[config.mk]
export PLATFORM = sky130hd
export DESIGN_NAME = commit_eng
export DESIGN_NICKNAME = d
export VERILOG_FILES = /design/src/rtl/beehive_vr_pkg.sv /design/src/rtl/commit_eng.sv
export SDC_FILE = /design/constraint.sdc
export NUM_CORES = 1
export LEC_CHECK = 0
export CAP_MARGIN = 10
export CORE_AREA = 2 2 348 350
export CTS_CLUSTER_SIZE = 20
export DETAILED_ROUTE_END_ITERATION = 8
export DIE_AREA = 0 0 350 352
export DONT_BUFFER_PORTS = 1
export SLEW_MARGIN = 20
export SYNTH_ARGS = -nofsm -noshare
export SYNTH_HDL_FRONTEND = slang
export SYNTH_SLANG_ARGS = --single-unit
[constraint.sdc]
create_clock -name clk -period 6.08 [get_ports clk]
set_input_delay 1.216 -clock clk [delete_from_list [all_inputs] [get_ports clk]]
set_output_delay 1.216 -clock clk [all_outputs]
set_load 0.005 [all_outputs]
[src/rtl/beehive_vr_pkg.sv]
// rtl/beehive_vr_pkg.sv - shared VR message types, field geometry and commit engine states
package beehive_vr_pkg;

    localparam int VR_VIEW_W      = 64;
    localparam int VR_OPNUM_W     = 64;
    // Field offsets are counted in bits down from the MSB of the first payload word
    localparam int VR_VIEW_OFF    = 0;
    localparam int VR_OPNUM_OFF   = VR_VIEW_OFF + VR_VIEW_W;
    localparam int VR_HDR_BYTES   = (VR_VIEW_W + VR_OPNUM_W) / 8;

    typedef struct packed {
        logic [31:0] src_ip;
        logic [31:0] dst_ip;
        logic [15:0] src_port;
        logic [15:0] dst_port;
        logic [15:0] data_length;
    } udp_info;

    typedef enum logic [2:0] {
        ST_IDLE   = 3'd0,
        ST_HDR    = 3'd1,
        ST_DRAIN  = 3'd2,
        ST_DECIDE = 3'd3,
        ST_UPD    = 3'd4
    } commit_state_e;

endpackage

[src/rtl/commit_eng.sv]
// rtl/commit_eng.sv - validates VR commit messages and advances the replica commit opnum
module commit_eng
    import beehive_vr_pkg::*;
#(
    parameter int NOC_DATA_W     = 512,
    parameter int NOC_PADBYTES   = NOC_DATA_W / 8,
    parameter int NOC_PADBYTES_W = $clog2(NOC_PADBYTES)
) (
    input  logic                      clk,
    input  logic                      rst_n,

    input  logic                      commit_msg_val,
    input  udp_info                   commit_pkt_info,
    output logic                      commit_msg_rdy,

    input  logic                      commit_req_val,
    input  logic [NOC_DATA_W-1:0]     commit_req,
    input  logic                      commit_req_last,
    input  logic [NOC_PADBYTES_W-1:0] commit_req_padbytes,
    output logic                      commit_req_rdy,

    input  logic [63:0]               cur_view,
    input  logic                      status_normal,

    output logic                      commit_upd_val,
    output logic [63:0]               commit_upd_opnum,
    input  logic                      commit_upd_rdy,

    output logic [63:0]               last_commit_opnum,
    output logic                      commit_eng_rdy,
    output logic [31:0]               applied_cnt,
    output logic [31:0]               drop_cnt
);

    commit_state_e state, state_next;

    logic [15:0]           data_length_r;
    logic [VR_VIEW_W-1:0]  view_r;
    logic [VR_OPNUM_W-1:0] opnum_r;

    logic msg_hs;
    logic req_hs;
    logic upd_hs;
    logic accept;

    logic [VR_VIEW_W-1:0]  req_view;
    logic [VR_OPNUM_W-1:0] req_opnum;

    assign req_view  = commit_req[NOC_DATA_W-1-VR_VIEW_OFF -: VR_VIEW_W];
    assign req_opnum = commit_req[NOC_DATA_W-1-VR_OPNUM_OFF -: VR_OPNUM_W];

    // Ready/valid outputs are gated by rst_n so they read 0 while reset is held
    assign commit_msg_rdy   = rst_n && (state == ST_IDLE);
    assign commit_eng_rdy   = rst_n && (state == ST_IDLE);
    assign commit_req_rdy   = rst_n && ((state == ST_HDR) || (state == ST_DRAIN));
    assign commit_upd_val   = rst_n && (state == ST_UPD);
    assign commit_upd_opnum = opnum_r;

    assign msg_hs = commit_msg_val && commit_msg_rdy;
    assign req_hs = commit_req_val && commit_req_rdy;
    assign upd_hs = commit_upd_val && commit_upd_rdy;

    // Equal opnum is a duplicate commit and must not be re-applied
    assign accept = (data_length_r >= 16'(VR_HDR_BYTES))
                 && status_normal
                 && (view_r == cur_view)
                 && (opnum_r > last_commit_opnum);

    always_ff @(posedge clk or negedge rst_n) begin
        if (!rst_n) begin
            state <= ST_IDLE;
        end else begin
            state <= state_next;
        end
    end

    always_comb begin
        state_next = state;
        case (state)
            ST_IDLE: begin
                if (msg_hs) begin
                    state_next = ST_HDR;
                end
            end
            ST_HDR: begin
                if (req_hs) begin
                    state_next = commit_req_last ? ST_DECIDE : ST_DRAIN;
                end
            end
            ST_DRAIN: begin
                if (req_hs && commit_req_last) begin
                    state_next = ST_DECIDE;
                end
            end
            ST_DECIDE: begin
                state_next = accept ? ST_UPD : ST_IDLE;
            end
            ST_UPD: begin
                if (upd_hs) begin
                    state_next = ST_IDLE;
                end
            end
            default: begin
                state_next = ST_IDLE;
            end
        endcase
    end

    always_ff @(posedge clk or negedge rst_n) begin
        if (!rst_n) begin
            data_length_r <= '0;
            view_r        <= '0;
            opnum_r       <= '0;
        end else begin
            if (msg_hs) begin
                data_length_r <= commit_pkt_info.data_length;
            end
            if ((state == ST_HDR) && req_hs) begin
                view_r  <= req_view;
                opnum_r <= req_opnum;
            end
        end
    end

    always_ff @(posedge clk or negedge rst_n) begin
        if (!rst_n) begin
            last_commit_opnum <= '0;
            applied_cnt       <= '0;
            drop_cnt          <= '0;
        end else begin
            if ((state == ST_DECIDE) && !accept) begin
                drop_cnt <= drop_cnt + 32'd1;
            end
            if (upd_hs) begin
                last_commit_opnum <= opnum_r;
                applied_cnt       <= applied_cnt + 32'd1;
            end
        end
    end

    // Address, port and padding metadata are carried on the interface but not needed here
    logic unused_inputs;
    assign unused_inputs = ^{commit_req_padbytes, commit_pkt_info.src_ip,
                             commit_pkt_info.dst_ip, commit_pkt_info.src_port,
                             commit_pkt_info.dst_port, commit_req};

endmodule

# == Word-level counts from Yosys, hierarchy flattened ==
# Index checks and enable logic that the tools add are counted.
# totals
mem_bits_rw,0
rom_bits,0
n_memories,0
input_bits,701
register_bits,275
elab_cells,43
latchBits,0
# classes
eq_ne,9
n_bitwise,0
magnitude_cmp,2
div,0
n_shift,0
multipliers,0
reduce_logical,16
mux,7
n_addsub,2
# ops
op,count
$add 32x1->32 const B,2
$eq 64x64->1,1
$gt 64x64->1,1
$ge 16x5->1 const B,1
$mux 3,5
$pmux 3 s5,1
$logic_and 1x1->1,12
$eq 3x2->1 const B,2
$ne 2x2->1 const B,3
$reduce_and 4->1,1
$eq 3x1->1 const B,1
$eq 3x3->1 const B,1
$logic_not 3->1,1
$ne 2x1->1 const B,1
$logic_not 1->1,1
$logic_or 1x1->1,1
$mux 1,1

# == Depth between registers and ports, before layout ==
# depth
ltp_word,7
ltp_mapped,11

# == Worst setup path before layout ==
# Ideal clock, no wire load.
# synth_path
kind,input -> register
from,input cur_view[46]
to,register drop_cnt[1]
setup_slack_ns,2.967
stages,8
setup_time_ns,0.125
t_arrival_ns,2.988
n_path_buf,1
cell_sequence,nor2b_1 > a2111oi_2 > nand4_1 > nor4_2 > o2111ai_2 > a22oi_4 > buf_6 > mux2_4
# synth_between
elab_chain_len,5
# synth_rtl
item,line,rtl
from (decl),commit_eng.sv:22,"input logic [63:0] cur_view,"
$eq 64x64->1,commit_eng.sv:66,&& (view_r == cur_view)
$logic_and 1x1->1,commit_eng.sv:66,
$logic_and 1x1->1,commit_eng.sv:67,&& (opnum_r > last_commit_opnum);
$logic_not 1->1,commit_eng.sv:131,if ((state == ST_DECIDE) && !accept) begin
$logic_and 1x1->1,commit_eng.sv:131,
to (signal assigned),commit_eng.sv:132,drop_cnt <= drop_cnt + 32'd1;
to (decl),commit_eng.sv:32,output logic [31:0] drop_cnt
# Every way passes these cells.
# A chain may end at the register's enable or synchronous reset.

# == Final worst setup path ==
# layout_path
from,"register opnum_r[59], in the netlist commit_upd_opnum[59]"
to,register drop_cnt[19]
# layout_between
elab_chain_len,4
# layout_rtl
item,line,rtl
from (decl),commit_eng.sv:39,logic [VR_OPNUM_W-1:0] opnum_r;
from (signal assigned),commit_eng.sv:120,opnum_r <= req_opnum;
$gt 64x64->1,commit_eng.sv:67,
$logic_and 1x1->1,commit_eng.sv:67,
$logic_not 1->1,commit_eng.sv:131,
$logic_and 1x1->1,commit_eng.sv:131,
# Every way passes these cells.

==> flow_summary_export.csv <==
group,metric,value,unit
yosys,syn_inst,1142,
worst_setup_path,startpoint_type,"flip-flop",
timing,setup_viol_count_final,0,
yosys,synth_seq_cells,271,
clocking,cts.clk_slew.worst_paths,0.06,ns
worst_setup_path,arrival,5.18,ns
power,finalPower,6.598,mW
layout,nets,1923,
timing,slew_violations,0,
placement,hpwlAfterDp,45690,um
clocking,hold_buffers,0,
routing,ant_nets,0,
power,p_comb_frac,0.200,
clocking,cts_tree,"built",
placement,io_buffers,0,
yosys,syn-cell-area,12970,um2
layout,nFillCells,13450,
global_route,grt_pass1_vias,9250,
clocking,clk_path_buf_depth,3,
global_route,globalRouteTotalUtil,0.08832,
timing,maxClockFrequency,0.2110,GHz
floorplan,placementRows,127,
timing,finalCritPeriodShare,0.7795,
clocking,postCtsSetupRepairBufs,0,
yosys,synth_top_area_frac,0.5230,
floorplan,die_area,123200,um2
floorplan,dieWidth,350,um
routing,drt-total-wl,55420,um
floorplan,die_h,352,um
layout,areaGrowthSynthToFinish,24.69,%
yosys,synth_area_leaders,"dfrtp_1 52%, mux2_2 12%, ha_1 6.4%",
clocking,cts_sinks,271,
power,p_leak,6.872,nW
worst_setup_path,cp_data_required_time,6.52,ns
worst_setup_path,r2r_cells,10,
worst_setup_path,rr_startpoint,"commit_upd_opnum[59]",
timing,rsz0062_at_grt,"no",
timing,fin_skew,0.02287,ns
timing,setup_tns,0,ns
worst_setup_path,crit_end,"drop_cnt[19]",
routing,drt_iter0_markers,470,
yosys,ys_seq_area_frac,0.5230,
placement,pre_cts_slack,1.386,ns
routing,wire_per_inst,19.75,um
power,pwr-share-clk,0.340,
clocking,cts_buffers,37,
power,p_switching,2.229,mW
power,p_seq_frac,0.460,
power,peakVddDrop,0.2383,mV
clocking,htreeDepth,2,
yosys,synth_cell_types,53,
yosys,synth_edf_count,0,
yosys,synthTopCellsByCount,"271 x dfrtp_1, 140 x mux2_2, 119 x nand2_1",
global_route,grt-ovfl-total,0,
routing,routed-via-count,8822,
yosys,synth-main-ff-cell,"dfrtp_1",
run_status,status,"completed",
clocking,insertion_delay,0.58,ns
flow_run,drv_cap,0,
worst_setup_path,rrSetupSlack,1.34,ns
yosys,syn_nets,1909,
worst_setup_path,critPathMaxFanout,21,
global_route,grt_max_degree,275,
timing,tightest_slew,1.111,ns
timing,period_needed,4.739,ns
floorplan,coreArea,119300,um2
clocking,root_buffer,"clkbuf_16",
global_route,grt_first_pass_wirelength,74110,um
routing,viasPerCell,3.144,
power,p_int,4.369,mW
global_route,antenna_found_initial,30,
worst_setup_path,crit_start,"commit_upd_opnum[59]",
timing,setup_slack,1.341,ns
yosys,yosysTopAreaCell,"dfrtp_1",
yosys,avgSynthCellArea,11.35,um2
yosys,yosysWarnings,0,
placement,place_congestion,0.8905,
yosys,synthArstFlopShare,1.000,
worst_setup_path,critPathCaptureType,"flip-flop",
floorplan,start_util,0.1087,
floorplan,io_pins,897,
routing,drc,0,
clocking,cts-resized-gates,0,
worst_setup_path,path_class,"reg -> reg",
worst_setup_path,r2r_end,"drop_cnt[19]",
routing,firstDrtPassIters,4,
power,p_per_area,408.1,nW/um2
worst_hold_path,hold_path_class,"in -> async",
layout,drive_gt1_frac,0.2002,
power,p_sw_frac,0.3378,
yosys,yosysMostFrequentCell,"dfrtp_1",
timing,finalHoldViolCount,0,
timing,slew_headroom,0.2557,
logic make-up after synthesis:
family,Yosys count,share of synthesized area
compound gates,144,0.06407
xor+xnor,107,0.07228
fa+ha+maj,66,0.06369
buf+inv,138,0.04371
flops,271,0.5230
mux,141,0.1227
simple gates,275,0.1105
power by group through the flow:
| stage | Clock (mW) | Combinational [mW] | Sequential, mW |
|---|---|---|---|
| after floorplan | 0 | 1.05 | 2.69 |
| after global placement | 0 | 1.31 | 3.07 |
| after detailed placement | 0 | 1.33 | 3.08 |
| after CTS | 2.34 | 1.34 | 3.06 |
| after global routing | 2.39 | 1.48 | 3.14 |
| final | 2.24 | 1.32 | 3.03 |
metrics by stage:
step                      hold slack, ns  cells    util  instance area (um2)
after floorplan                   0.4647   1142       -                12970
after global placement            0.4902   2728  0.1247                14880
after detailed placement          0.4938   2728  0.1247                14880
after CTS                         0.2761   2795  0.1350                16120
after global routing              0.2892   2802  0.1354                16160
final                             0.3378   2806  0.1355                16170
worst min-delay path by stage:
stage	to	slack, ns	depth (start not counted)
after global routing	drop_cnt[11]	0.29	0
after detailed placement	view_r[7]	0.49	1
final	drop_cnt[27]	0.34	0
after global placement	data_length_r[6]	0.49	1
after floorplan	drop_cnt[31]	0.46	1
after CTS	last_commit_opnum[14]	0.28	0
layout by cell type, fill, tap and decap left out, drive strengths merged, types with 3 or more instances in the layout:
cell type	n
dfrtp	271
mux2	141
nand2	120
inv	105
o21ai	81
ha	66
xor2	54
xnor2	53
clkbuf	49
a21oi	34
nand4	28
nor2	25
nor4	25
nor3	21
nand3	20
buf	12
and3	11
diode	10
clkinv	9
and4	8
o22ai	6
nor2b	5
o2bb2ai	4
a211oi	4
nor3b	3
a221oi	3
bufinv	3
and2	3
registers in the layout, indices dropped and copies added (netlist names):
register and count:
drop_cnt 32, commit_upd_opnum 64, last_commit_opnum 64, applied_cnt 32, data_length_r 12, state 3
view_r 64
routing by layer:
layer | up-vias | global-route usage | share of wire
met5 | - | 0 | 0.00097
met4 | 8 | 0.04888 | 0.055
met3 | 99 | 0.05128 | 0.14
met2 | 453 | 0.1286 | 0.41
met1 | 4283 | 0.1003 | 0.40
li1 | 3979 | - | -
layout make-up:
cell class	instances	area [um2]	share of cell area
inverter	101	379.1	0.02345
clock inverter	18	211.5	0.01308
sequential	271	6782	0.4194
timing repair buffer	12	110.1	0.006810
multi-input combinational	733	5623	0.3478
clock buffer	49	1021	0.06315
tap	1612	2017	0.1247
antenna	10	25.02	0.001548
critical path, stage by stage (launching register included):
cell and delay (ns):
dfrtp_1 0.46, ha_1 0.36, nand4_1 0.39, nor4_1 0.45, nand4_1 0.50, a31oi_1 1.01
nor4_2 0.11, a22oi_4 0.66, buf_4 0.34, nor4_1 0.09, xor2_1 0.18
Note: power is estimated with default switching activity, not from simulation.
